$ cat src/rtl/player_motion_ctl.sv
// Per-frame motion controller for one fencer sprite.
// Synchronises the buttons and advances walk, horizontal clamping, a
// ballistic jump and a two-frame leg animation once per video frame,
// on the rising edge of vsync_in.
//
// Ports:
//   clk          pixel clock
//   reset        asynchronous, active-high reset
//   left/right   move buttons (asynchronous, synchronised here)
//   jump         jump button (asynchronous, synchronised here)
//   vsync_in     vsync from the timing chain; rising edge = frame tick
//   xpos, ypos   sprite position (head top-left) to the draw stage
//   facing_left  1 = mirror sprite to face left
//   legs_sel     0 = legs frame A, 1 = legs frame B
//   state        00 IDLE, 01 WALK, 10 AIR
module player_motion_ctl #(
  parameter int X_INIT   = 75,
  parameter int Y_INIT   = 600,
  parameter int X_MIN    = 0,
  parameter int X_MAX    = 960,
  parameter int STEP     = 4,
  parameter int JUMP_V0  = 12,
  parameter int GRAVITY  = 1,
  parameter int ANIM_DIV = 8
) (
  input  logic        clk,
  input  logic        reset,
  input  logic        left,
  input  logic        right,
  input  logic        jump,
  input  logic        vsync_in,
  output logic [11:0] xpos,
  output logic [11:0] ypos,
  output logic        facing_left,
  output logic        legs_sel,
  output logic [1:0]  state
);

  localparam int CW = (ANIM_DIV > 1) ? $clog2(ANIM_DIV) : 1;

  localparam logic signed [12:0] STEP_S = 13'(STEP);
  localparam logic signed [12:0] XMIN_S = 13'(X_MIN);
  localparam logic signed [12:0] XMAX_S = 13'(X_MAX);
  localparam logic signed [12:0] YGND_S = 13'(Y_INIT);
  localparam logic [11:0]        Y_TAKE = 12'(Y_INIT - JUMP_V0);
  localparam logic signed [7:0]  V_TAKE = 8'(JUMP_V0 - GRAVITY);
  localparam logic signed [7:0]  G_S    = 8'(GRAVITY);
  localparam logic [CW-1:0]      CNT_WRAP = CW'(ANIM_DIV - 1);

  typedef enum logic [1:0] {
    IDLE = 2'b00,
    WALK = 2'b01,
    AIR  = 2'b10
  } st_t;

  st_t st_q, st_d;

  logic l_m, l_s, r_m, r_s, j_m, j_s;
  logic vs_d, tick;

  logic signed [7:0]  vel_q, vel_d;
  logic [CW-1:0]      cnt_q, cnt_d;
  logic [11:0]        x_d, y_d;
  logic               legs_d, face_d;

  logic signed [12:0] dir, x_sum, y_air;
  logic               moving;

  assign tick  = vsync_in & ~vs_d;
  assign state = st_q;

  // Horizontal step and saturating clamp, valid in every state.
  always_comb begin
    dir = '0;
    if (l_s & ~r_s)      dir = -STEP_S;
    else if (r_s & ~l_s) dir = STEP_S;
  end

  assign moving = (dir != 13'sd0);
  assign x_sum  = $signed({1'b0, xpos}) + dir;
  // vel is signed; sign-extend before subtracting from the unsigned ypos.
  assign y_air  = $signed({1'b0, ypos}) - $signed({{5{vel_q[7]}}, vel_q});

  always_comb begin
    st_d   = st_q;
    y_d    = ypos;
    vel_d  = vel_q;
    cnt_d  = cnt_q;
    legs_d = legs_sel;
    face_d = facing_left;

    if (x_sum < XMIN_S)      x_d = XMIN_S[11:0];
    else if (x_sum > XMAX_S) x_d = XMAX_S[11:0];
    else                     x_d = x_sum[11:0];

    if (l_s & ~r_s)      face_d = 1'b1;
    else if (r_s & ~l_s) face_d = 1'b0;

    case (st_q)
      IDLE, WALK: begin
        if (j_s) begin
          // Takeoff: first airborne position is already applied this tick.
          st_d   = AIR;
          y_d    = Y_TAKE;
          vel_d  = V_TAKE;
          legs_d = 1'b1;
        end else if (moving) begin
          st_d = WALK;
          if (cnt_q == CNT_WRAP) begin
            legs_d = ~legs_sel;
            cnt_d  = '0;
          end else begin
            cnt_d = cnt_q + CW'(1);
          end
        end else begin
          st_d = IDLE;
          if (st_q == WALK) begin
            legs_d = 1'b0;
            cnt_d  = '0;
          end
        end
      end
      AIR: begin
        if (y_air >= YGND_S) begin
          // Land; jump is not looked at until the next tick.
          st_d   = moving ? WALK : IDLE;
          y_d    = YGND_S[11:0];
          vel_d  = '0;
          legs_d = 1'b0;
          cnt_d  = '0;
        end else begin
          y_d    = y_air[11:0];
          vel_d  = vel_q - G_S;
          legs_d = 1'b1;
        end
      end
      default: st_d = IDLE;
    endcase
  end

  always_ff @(posedge clk or posedge reset) begin
    if (reset) begin
      {l_m, l_s, r_m, r_s, j_m, j_s} <= '0;
      vs_d        <= 1'b0;
      st_q        <= IDLE;
      xpos        <= 12'(X_INIT);
      ypos        <= 12'(Y_INIT);
      vel_q       <= '0;
      cnt_q       <= '0;
      legs_sel    <= 1'b0;
      facing_left <= 1'b0;
    end else begin
      l_m  <= left;  l_s <= l_m;
      r_m  <= right; r_s <= r_m;
      j_m  <= jump;  j_s <= j_m;
      vs_d <= vsync_in;
      if (tick) begin
        st_q        <= st_d;
        xpos        <= x_d;
        ypos        <= y_d;
        vel_q       <= vel_d;
        cnt_q       <= cnt_d;
        legs_sel    <= legs_d;
        facing_left <= face_d;
      end
    end
  end

endmodule

$ cat config.mk
export PLATFORM = sky130hd
export DESIGN_NAME = player_motion_ctl
export DESIGN_NICKNAME = d
export VERILOG_FILES = /design/src/rtl/player_motion_ctl.sv
export SDC_FILE = /design/constraint.sdc
export NUM_CORES = 1
export LEC_CHECK = 0
export ABC_AREA = 1
export CORE_UTILIZATION = 39
export DETAILED_ROUTE_END_ITERATION = 12
export REMOVE_ABC_BUFFERS = 1
export SETUP_SLACK_MARGIN = 0.2
export SLEW_MARGIN = 25
export SYNTH_ARGS = -nofsm -noshare
export SYNTH_HDL_FRONTEND = slang
export SYNTH_SLANG_ARGS = --single-unit
$ cat constraint.sdc
create_clock -name clk -period 4.3 [get_ports clk]
set_input_delay 0.86 -clock clk [delete_from_list [all_inputs] [get_ports clk]]
set_output_delay 0.86 -clock clk [all_outputs]
set_load 0.02 [all_outputs]
After elaboration in Yosys (flattened, before gate mapping)
Cells that the tools add are included.
Widths: inputs -> output; s select.

word-level totals
  bits in registers = 46
  output and inout bits = 28

operators by class
  $add $sub $neg = 4
  $lt $le $gt $ge = 3
  eq/ne operators = 9
  mux-type cells = 28
  bitwise gates (word level) = 7
  reduce and logical (&&, ||, !) cells = 10

operator list
  operator              count
  $mux 12               4
  $pmux 12 s2           1
  $mux 3                6
  $mux 8                2
  $pmux 8 s2            1
  $add 13x13->13        1
  $ge 13x11->1 const B  1
  $gt 13x11->1 const B  1
  $lt 13x1->1 const B   1
  $mux 13               1
  $reduce_bool 13->1    1
  $sub 13x8->13         1
  $mux 1                8
  $ne 4x4->1 const B    2
  $sub 8x2->8 const B   1
  $ne 2x2->1 const B    3
  $pmux 3 s2            1
  $reduce_and 5->1      1
  $mux 2                2
  $not 1->1             4
  $pmux 2 s2            1
  $reduce_and 2->1      2
  $reduce_and 4->1      1
  $reduce_bool 2->1     2
  10 further kinds      12

Depth between registers and ports, before layout
Gate-level depths: netlist (run 1).

  depth after elaboration = 8
  mapped depth = 19
  mapped depth without buffers = 19

Worst setup path before layout (run 1)
No wires, ideal clock.

  path type = reg2reg
  start = register ypos[0]
  end = register cnt_q[0]
  library setup time = 117 ps
  arrival = 2264 ps
  data required time = 4183 ps
  slack = 1920 ps
  stages on the path, launching flop included = 20
  cells stage by stage = dfrtp_1 > inv_1 > ha_1 > inv_1 > fa_1 > nand3_1 > nand2_2 > nand2_2 > nand2_2 > nand2_2 > nand2_2 > nand2_1 > nand2_1 > nor2_1 > nand2_1 > nand2_4 > nand2_4 > buf_6 > nand3_1 > nand2_1

on the way
  cells in the longest elaborated chain, start to end = 4

ends and longest elaborated chain
  what                               RTL line  source
  start, declared                    33        output logic [11:0] ypos,
  start signal, assigned             147       ypos <= 12'(Y_INIT);
  start signal, assigned             160       ypos <= y_d;
  $sub 13x8->13                      82        assign y_air = $signed({1'b0, ypos}) - $signed({{5{vel_q[7]}}, vel_q});
  $ge 13x11->1                       124       if (y_air >= YGND_S) begin
  $ne 2x2->1 (no source line)        n/a
  $reduce_and 5->1 (no source line)  n/a
  end signal, assigned               162       cnt_q <= cnt_d;
  end, declared                      62        logic [CW-1:0] cnt_q, cnt_d;

Every way passes these cells.
A chain may end at the register's enable or synchronous reset.

Worst setup path after layout (run 1)
  start = register r_s
  end = register xpos[3]

on the way
  cells in the longest elaborated chain, start to end = 7
  elaborated cells on any way between the ends = 10
  those cells by class = 1 x add/sub; 2 x order compare; 4 x mux; 3 x bitwise

ends and longest elaborated chain
  what                                             RTL line  source
  start, declared                                  58        logic l_m, l_s, r_m, r_s, j_m, j_s;
  start signal, assigned                           154       r_m <= right; r_s <= r_m;
  $and 1x1->1 / $not 1->1 (equally long branches)  76, 75
  $mux 3 / $and 1x1->1 (equally long branches)     76, 75
  $mux 13 *                                        75        if (l_s & ~r_s) dir = -STEP_S;
  $add 13x13->13 *                                 80        assign x_sum = $signed({1'b0, xpos}) + dir;
  $gt 13x11->1                                     93        else if (x_sum > XMAX_S) x_d = XMAX_S[11:0];
  $mux 12                                          93
  $mux 12 *                                        92        if (x_sum < XMIN_S) x_d = XMIN_S[11:0];
  end signal, assigned                             146       xpos <= 12'(X_INIT);
  end, declared                                    32        output logic [11:0] xpos,

Every way passes the cells marked *; elsewhere a longest branch is shown, timed or not.

==> summary.txt, run 1 <==
CLOCK NETWORK
----------------------------------------------------------------------------------------
Root buffer cell                                                                clkbuf_8
Number of buffers added to fix hold violations after cts                               0
Clock tree from TritonCTS                                                          built
Num Clock Sinks                                                                       45
Quantity of gates resized following cts                                                0
Number of buffers added by the clock tree synthesis step                               5
CTS H-Tree Depth                                                                       2
Worst-case clock buffer depth                                                          2
# Post-CTS Setup Buffers                                                               0
Register clock-pin slew on the reported worst setup and hold paths               0.08 ns
Clock network latency to the later pin of the worst-skew pair                    0.30 ns

PLACEMENT
----------------------------------------------------------------------------------------
Post-Place Worst Slack                                                           1.37 ns
Final estimated routing congestion in global placement                             0.880
Number of instances in the placed design                                             621
Port bufs                                                                             33
Total half-perimeter wirelength after legalization and detailed placement        6090 µm
Cell area reported after detailed placement                                     3810 µm²

DRT
----------------------------------------------------------------------------------------
Drt pass-1 iters                                                                       4
Via/cell ratio                                                                      4.91
Post-route DRC                                                                         0
Wirelength per Cell                                                              12.2 µm
DR vias                                                                            3,090
Topmost layer with routed signal wires                                              met4
Antenna violation net count after detailed routing                                     0
Met1 wire length                                                                 3690 µm
DRC marker count from the first detailed-route iteration                             116
DRT Wirelength                                                                   7670 µm
Metal3 WL                                                                         292 µm
Routed wire length on met2                                                       3610 µm

CRITICAL PATH
----------------------------------------------------------------------------------------
Largest delay contributor family on the critical path                       simple AND/OR/NAND/NOR gates
Type of the worst setup path                                                     reg2reg
Sequence of cells on the critical path                                      inv_1 -> ha_1 -> inv_1 -> nand2_1 -> nand2_1 -> o21ai_0 -> nand2_1 -> nand3_1 -> nand3b_1 -> nand2_1 -> inv_1 -> nand3_2 -> nand3_2 -> nor2_2 -> nand2_1 -> nand2_1
Worst reg2reg path depth                                                              16
Most prevalent standard cell on the critical path                                nand2_1
Total stage count of the critical path                                                16
Master of the slowest instance on the critical path                                 ha_1
Type of element capturing the critical path                                    flip-flop
Largest driver fanout on the critical path                                            14
Slack of the worst reg-to-reg path                                               1.57 ns
Maximum single-stage delay on the critical path                                  0.60 ns
Buffering stage count on the worst path with inverters included                        3
Critical Path RT                                                                 4.54 ns
Critical path data arrival time                                                  2.97 ns
Crit start category                                                            flip-flop

POWER AND IR DROP
----------------------------------------------------------------------------------------
Cell Pwr Density                                                              685 nW/µm²
Leak Pwr                                                                         2.06 nW
Largest voltage drop on the vdd net                                             0.391 mV

DIE
----------------------------------------------------------------------------------------
Total I/O pin count                                                                   34
Starting density of the core                                                       0.408
Die area                                                                        9060 µm²
Placement row count                                                                   33
Placeable Area                                                                  8300 µm²
X dimension of the die                                                           95.2 µm
Die height                                                                       95.2 µm

FINAL LAYOUT
----------------------------------------------------------------------------------------
Filler Cells Inserted                                                                848
Area growth syn-to-layout                                                          15.6%
Cell area after layout                                                          3920 µm²
Commonest cells after routing, fill and taps aside                          nand2_1 (154), inv_1 (75), nor2_1 (50)
Number of nets in the final layout                                                   551
Fraction of final layout cells sized beyond drive strength 1                      0.0916
Ant diodes                                                                             0
Non-filler instance count after layout                                               629
Commonest non-fill, non-tap cell in the layout                                   nand2_1

SYNTH
----------------------------------------------------------------------------------------
Cell Area, Synth                                                                3390 µm²
Cell count after synthesis                                                           488
Post-synthesis cell type count                                                        35
Number of warnings printed during yosys synthesis                                      0
Count of state elements after synthesis                                               45
Average footprint of a synthesized cell                                         6.94 µm²
Part of the Yosys area used for sequential elements                                0.335

STA
----------------------------------------------------------------------------------------
Sum of negative setup slack                                                         0 ns
Period utilisation layout                                                          0.636
RSZ-0062 raised after global routing                                               false
Top achievable clock speed                                                     0.366 GHz
Final-layout worst hold slack                                                   0.351 ns
Slew of the pin with the lowest slew margin                                     0.751 ns
Final setup vio count                                                                  0
Fin worst setup slack                                                            1.57 ns
Clk_skew                                                                      0.00911 ns
Final hold violation count                                                             0
Period minus WS final                                                            2.73 ns
Final max-slew violation count                                                         0
Worst rel slew slack                                                               0.499

GRT
----------------------------------------------------------------------------------------
Aggregate global-route resource usage                                              0.180
Maximum number of pins on one net before global-route repair                          46
Total gr overflow                                                                      0
Initial antenna violation count                                                        0
Number of global-route vias before repair                                          2,767
Wire length of the first global-routing pass                                   12,800 µm

HOLD PATH
----------------------------------------------------------------------------------------
Instance count along the most critical hold path                                       0
Kind of path behind the tightest hold check                                      reg2reg

RUN STATUS
----------------------------------------------------------------------------------------
Result of the run                                                           complete, no violations

FLOW RUN
----------------------------------------------------------------------------------------
Max-Cap Viols                                                                          0

[metal layers]
layer  vias up  GRT usage
met5         -          0
met4         0     0.0492
met3         6     0.0255
met2        54      0.290
met1      1416      0.252
li1       1614          -
[cell usage after synthesis]
library cell | instances | area share
nand2_1 | 154 | 0.17
inv_1 | 76 | 0.084
nor2_1 | 50 | 0.055
dfrtp_1 | 38 | 0.28
nand3_1 | 36 | 0.053
ha_1 | 20 | 0.074
a21oi_1 | 14 | 0.021
o21ai_0 | 13 | 0.019
nand4_1 | 11 | 0.020
nand2_2 | 10 | 0.018
dfstp_2 | 7 | 0.054
xor2_1 | 7 | 0.018
a21oi_2 | 6 | 0.016
nor3_1 | 5 | 0.0074
o22ai_1 | 4 | 0.0074
nand2_4 | 3 | 0.010
nand3_2 | 3 | 0.0089
nor2_2 | 3 | 0.0055
o21ai_1 | 3 | 0.0044
a21boi_0 | 2 | 0.0044
buf_6 | 2 | 0.0067
clkbuf_1 | 2 | 0.0022
fa_1 | 2 | 0.012
inv_2 | 2 | 0.0022
nand3b_1 | 2 | 0.0044
nor4_1 | 2 | 0.0037
o21bai_1 | 2 | 0.0044
xor2_2 | 2 | 0.0096
a22o_1 | 1 | 0.0026
a22oi_1 | 1 | 0.0022
a31o_2 | 1 | 0.0026
buf_2 | 1 | 0.0015
buf_4 | 1 | 0.0022
xnor2_1 | 1 | 0.0026
xor2_4 | 1 | 0.0081
[layout make-up]
cell class	count	area (µm²)	share of cell area
multi-input combinational	359	1920	0.489
sequential	45	1130	0.290
timing repair buffer	34	338	0.0863
inverter	78	294	0.0751
tap	105	131	0.0336
clock buffer	7	96.3	0.0246
clock inverter	1	5.00	0.00128
[sequential cells by signal, summed over array words and instances (netlist names), 2 cells and up]
name / cells
cnt_q: 3
state: 2
vel_q: 8
xpos: 11
ypos: 12
[cells by family after synthesis]
group / Yosys count / synth area share
simple gates: 279 / 0.358
buf+inv: 84 / 0.0990
compound gates: 47 / 0.0835
flops: 45 / 0.335
fa+ha+maj: 22 / 0.0857
xor+xnor: 11 / 0.0384
[power breakdown]
group	internal, mW	total [mW]	switching [mW]
Combinational	0.625	1.73	1.10
Clock	0.145	0.284	0.139
Sequential	0.551	0.669	0.117
[per-stage QoR]
stage               total power, mW   util
finish                         2.68  0.472
global placement               2.40  0.459
floorplan                      1.95      -
global route                   2.94  0.472
CTS                            2.71  0.472
detailed placement             2.42  0.459
[worst paths after layout]
| kind | from | endpoint |
|---|---|---|
| min | l_m$_DFF_PP0_ | l_s$_DFF_PP0_ |
| max reg2reg | r_s$_DFF_PP0_ | xpos[3]$_DFFE_PP1P_ |
| max in group asynchronous | reset | r_s$_DFF_PP0_ |
| min reg2reg | l_m$_DFF_PP0_ | l_s$_DFF_PP0_ |
| min in group asynchronous | reset | ypos[10]$_DFFE_PP0P_ |
| max | r_s$_DFF_PP0_ | xpos[3]$_DFFE_PP1P_ |
(Power assumes the default switching activity.)
==> inputs of run 2 (changes only) <==
==> constraint.sdc (replaced) <==
create_clock -name clk -period 2.6 [get_ports clk]
set_input_delay 0.52 -clock clk [delete_from_list [all_inputs] [get_ports clk]]
set_output_delay 0.52 -clock clk [all_outputs]
set_load 0.02 [all_outputs]
==> summary.txt, run 2 (same netlist as run 1, synthesis figures left out) <==
POWER AND IR DROP
----------------------------------------------------------------------------------------
Combinational share of power                                                       0.715   +0.070
Register share of total power                                                      0.202   -0.047
Switching power total                                                            2.78 mW   +100%
Leak Pwr                                                                         2.23 nW   +8.3%
Clock network fraction of design power                                             0.083   -0.023
Largest voltage drop on the vdd net                                             0.806 mV   +110%
Internal power component                                                         2.81 mW   +110%
Sw Ratio                                                                           0.497   -0.0100
Cell Pwr Density                                                             1250 nW/µm²   +83%
Total Power Consumption                                                          5.59 mW   +110%

GRT
----------------------------------------------------------------------------------------
Maximum number of pins on one net before global-route repair                          17   -63%
Initial antenna violation count                                                        0   unchanged
Wire length of the first global-routing pass                                   13,200 µm   +3.6%
Total gr overflow                                                                      0   unchanged
Number of global-route vias before repair                                          2,941   +6.3%
Aggregate global-route resource usage                                              0.188   +0.00763

DRT
----------------------------------------------------------------------------------------
Drt pass-1 iters                                                                       4   unchanged
DRC marker count from the first detailed-route iteration                             172   +48%
Wirelength per Cell                                                              12.9 µm   +5.6%
DR vias                                                                            3,244   +5.0%
Post-route DRC                                                                         0   unchanged
Antenna violation net count after detailed routing                                     0   unchanged
Via/cell ratio                                                                      4.93   +0.36%
DRT Wirelength                                                                   8480 µm   +10%

RUN STATUS
----------------------------------------------------------------------------------------
Result of the run                                                           complete, no violations

FINAL LAYOUT
----------------------------------------------------------------------------------------
Reg with most FFs                                                                   ypos
Utilization after layout                                                           0.538   +0.0659
Ant diodes                                                                             0   unchanged
Cell area after layout                                                          4460 µm²   +14%
Fraction of final layout cells sized beyond drive strength 1                       0.233   +0.142
Reg area                                                                        1140 µm²   +0.22%
Commonest cells after routing, fill and taps aside                          nand2_1 (143), inv_1 (68), nor2_1 (48)
Area growth syn-to-layout                                                          31.8%
Commonest non-fill, non-tap cell in the layout                                   nand2_1
Flip-flop count of the largest register after layout                                  12   unchanged
Non-filler instance count after layout                                               658   +4.6%
Area occupied by multi-input gates                                              2230 µm²   +16%
Biggest regs                                                                ypos: 12 flops, xpos: 11 flops, vel_q: 8 flops
Number of nets in the final layout                                                   580   +5.3%
Filler Cells Inserted                                                                785   -7.4%

STA
----------------------------------------------------------------------------------------
Worst rel slew slack                                                               0.498   -0.000563
Slew of the pin with the lowest slew margin                                     0.750 ns   -0.00105 ns
Clk_skew                                                                      0.00688 ns   -0.00223 ns
Top achievable clock speed                                                     0.414 GHz   +13%
Period utilisation layout                                                          0.928   +0.292
Final hold violation count                                                             0   unchanged
Sum of negative setup slack                                                         0 ns   unchanged
Final-layout worst hold slack                                                   0.359 ns   +0.00735 ns
Period minus WS final                                                            2.41 ns   -0.320 ns
Final setup vio count                                                                  0   unchanged
Fin worst setup slack                                                           0.187 ns   -1.38 ns
RSZ-0062 raised after global routing                                                true
Final max-slew violation count                                                         0   unchanged

CRITICAL PATH
----------------------------------------------------------------------------------------
Largest driver fanout on the critical path                                             7   -7
Type of the worst setup path                                                     reg2reg
Type of element capturing the critical path                                    flip-flop
Slack of the worst reg-to-reg path                                               0.19 ns   -1.38 ns
Critical path data arrival time                                                  2.64 ns   -0.33 ns
Crit start category                                                            flip-flop
Critical Path RT                                                                 2.83 ns   -1.71 ns

PLACEMENT
----------------------------------------------------------------------------------------
Post-Place Worst Slack                                                         0.0541 ns   -1.32 ns
Port bufs                                                                             33   unchanged
Number of instances in the placed design                                             634   +2.1%
Total half-perimeter wirelength after legalization and detailed placement        6420 µm   +5.3%
Cell area reported after detailed placement                                     3910 µm²   +2.6%
Final estimated routing congestion in global placement                             0.895   +1.6%

HOLD PATH
----------------------------------------------------------------------------------------
Kind of path behind the tightest hold check                                      reg2reg

DIE
----------------------------------------------------------------------------------------
Die height                                                                       95.2 µm   unchanged
Placement row count                                                                   33   unchanged
X dimension of the die                                                           95.2 µm   unchanged
Die area                                                                        9060 µm²   unchanged
Total I/O pin count                                                                   34   unchanged
Placeable Area                                                                  8300 µm²   unchanged
Starting density of the core                                                       0.408   unchanged

CLOCK NETWORK
----------------------------------------------------------------------------------------
Clock tree from TritonCTS                                                          built
Root buffer cell                                                                clkbuf_8
Worst-case clock buffer depth                                                          2   unchanged
Register clock-pin slew on the reported worst setup and hold paths               0.09 ns   about the same
CTS H-Tree Depth                                                                       2   unchanged
Number of buffers added by the clock tree synthesis step                               5   unchanged
Num Clock Sinks                                                                       45   unchanged
Clock network latency to the later pin of the worst-skew pair                    0.30 ns   about the same

FLOW RUN
----------------------------------------------------------------------------------------
Max-Cap Viols                                                                          0   unchanged

run 2: cell count changes in the layout (fill, tap and decap cells not counted), moves of 10 or more:
cell / change
ha_1: -10
ha_4: +10
nand2_1: -11
buf_4: +25
run 2: final cells by class:
class	count	area share
sequential	45	0.255
clock inverter	2	0.00308
tap	105	0.0294
multi-input combinational	360	0.499
timing repair buffer	62	0.127
inverter	78	0.0673
clock buffer	6	0.0185
run 2: power groups by stage:
stage / combinational, mW / sequential, mW / clock [mW]
final: 4.00 / 1.13 / 0.462
after global routing: 4.41 / 1.16 / 0.502
after CTS: 3.07 / 1.10 / 0.486
after detailed placement: 2.88 / 1.11 / 0
after floorplan: 2.01 / 1.21 / 0
after global placement: 2.85 / 1.11 / 0
run 2: worst max-delay path, cell delays in order, from the launching register on:
cell	delay, ns
dfrtp_1	0.39
inv_2	0.08
ha_4	0.13
inv_4	0.04
fa_2	0.37
nand3_2	0.10
nand2_2	0.07
nand2_2	0.08
nand2_2	0.06
nand2_2	0.07
nand2_2	0.07
nand2_2	0.08
nand2_2	0.06
nor2_1	0.09
nand2_1	0.11
nand2_4	0.20
buf_6	0.16
nand2_1	0.08
a21oi_2	0.13
run 2: worst paths after layout:
path	startpoint	end	depth (start not counted)
setup / recovery	ypos[0]$_DFFE_PP0P_	ypos[2]$_DFFE_PP0P_	18
hold / removal	j_m$_DFF_PP0_	j_s$_DFF_PP0_	0
hold reg to reg	j_m$_DFF_PP0_	j_s$_DFF_PP0_	0
min in group asynchronous	reset	xpos[10]$_DFFE_PP0P_	2
setup reg to reg	ypos[0]$_DFFE_PP0P_	ypos[2]$_DFFE_PP0P_	18
max in group asynchronous	reset	xpos[3]$_DFFE_PP1P_	3
run 2: layer usage:
layer | up-vias | part of all wire | global-route usage
li1 | 1674 | - | -
met1 | 1505 | 0.46 | 0.248
met2 | 54 | 0.49 | 0.316
met3 | 11 | 0.029 | 0.0247
met4 | 0 | 0.013 | 0.0619
met5 | - | 0 | 0
run 2: what timing repair did:
| item | 4_1_cts | 5_1_grt |
|---|---|---|
| hold buffers | 0 | 0 |
| pin swaps | 2 | 27 |
| buffers inserted | 3 | 12 |
| gates cloned | 0 | 1 |
| endpoints found under the hold margin | 0 | 0 |
| gates resized for setup | 13 | 68 |
| endpoints found under the setup margin | 26 | 35 |
==> inputs of run 3 (changes only) <==
--- a/config.mk
+++ b/config.mk
@@ -10,7 +10,6 @@
 export DETAILED_ROUTE_END_ITERATION = 12
 export REMOVE_ABC_BUFFERS = 1
 export SETUP_SLACK_MARGIN = 0.2
-export SLEW_MARGIN = 25
 export SYNTH_ARGS = -nofsm -noshare
 export SYNTH_HDL_FRONTEND = slang
 export SYNTH_SLANG_ARGS = --single-unit
==> results of run 3 <==
Final layout, timing and power as in run 2 (identical DEF).
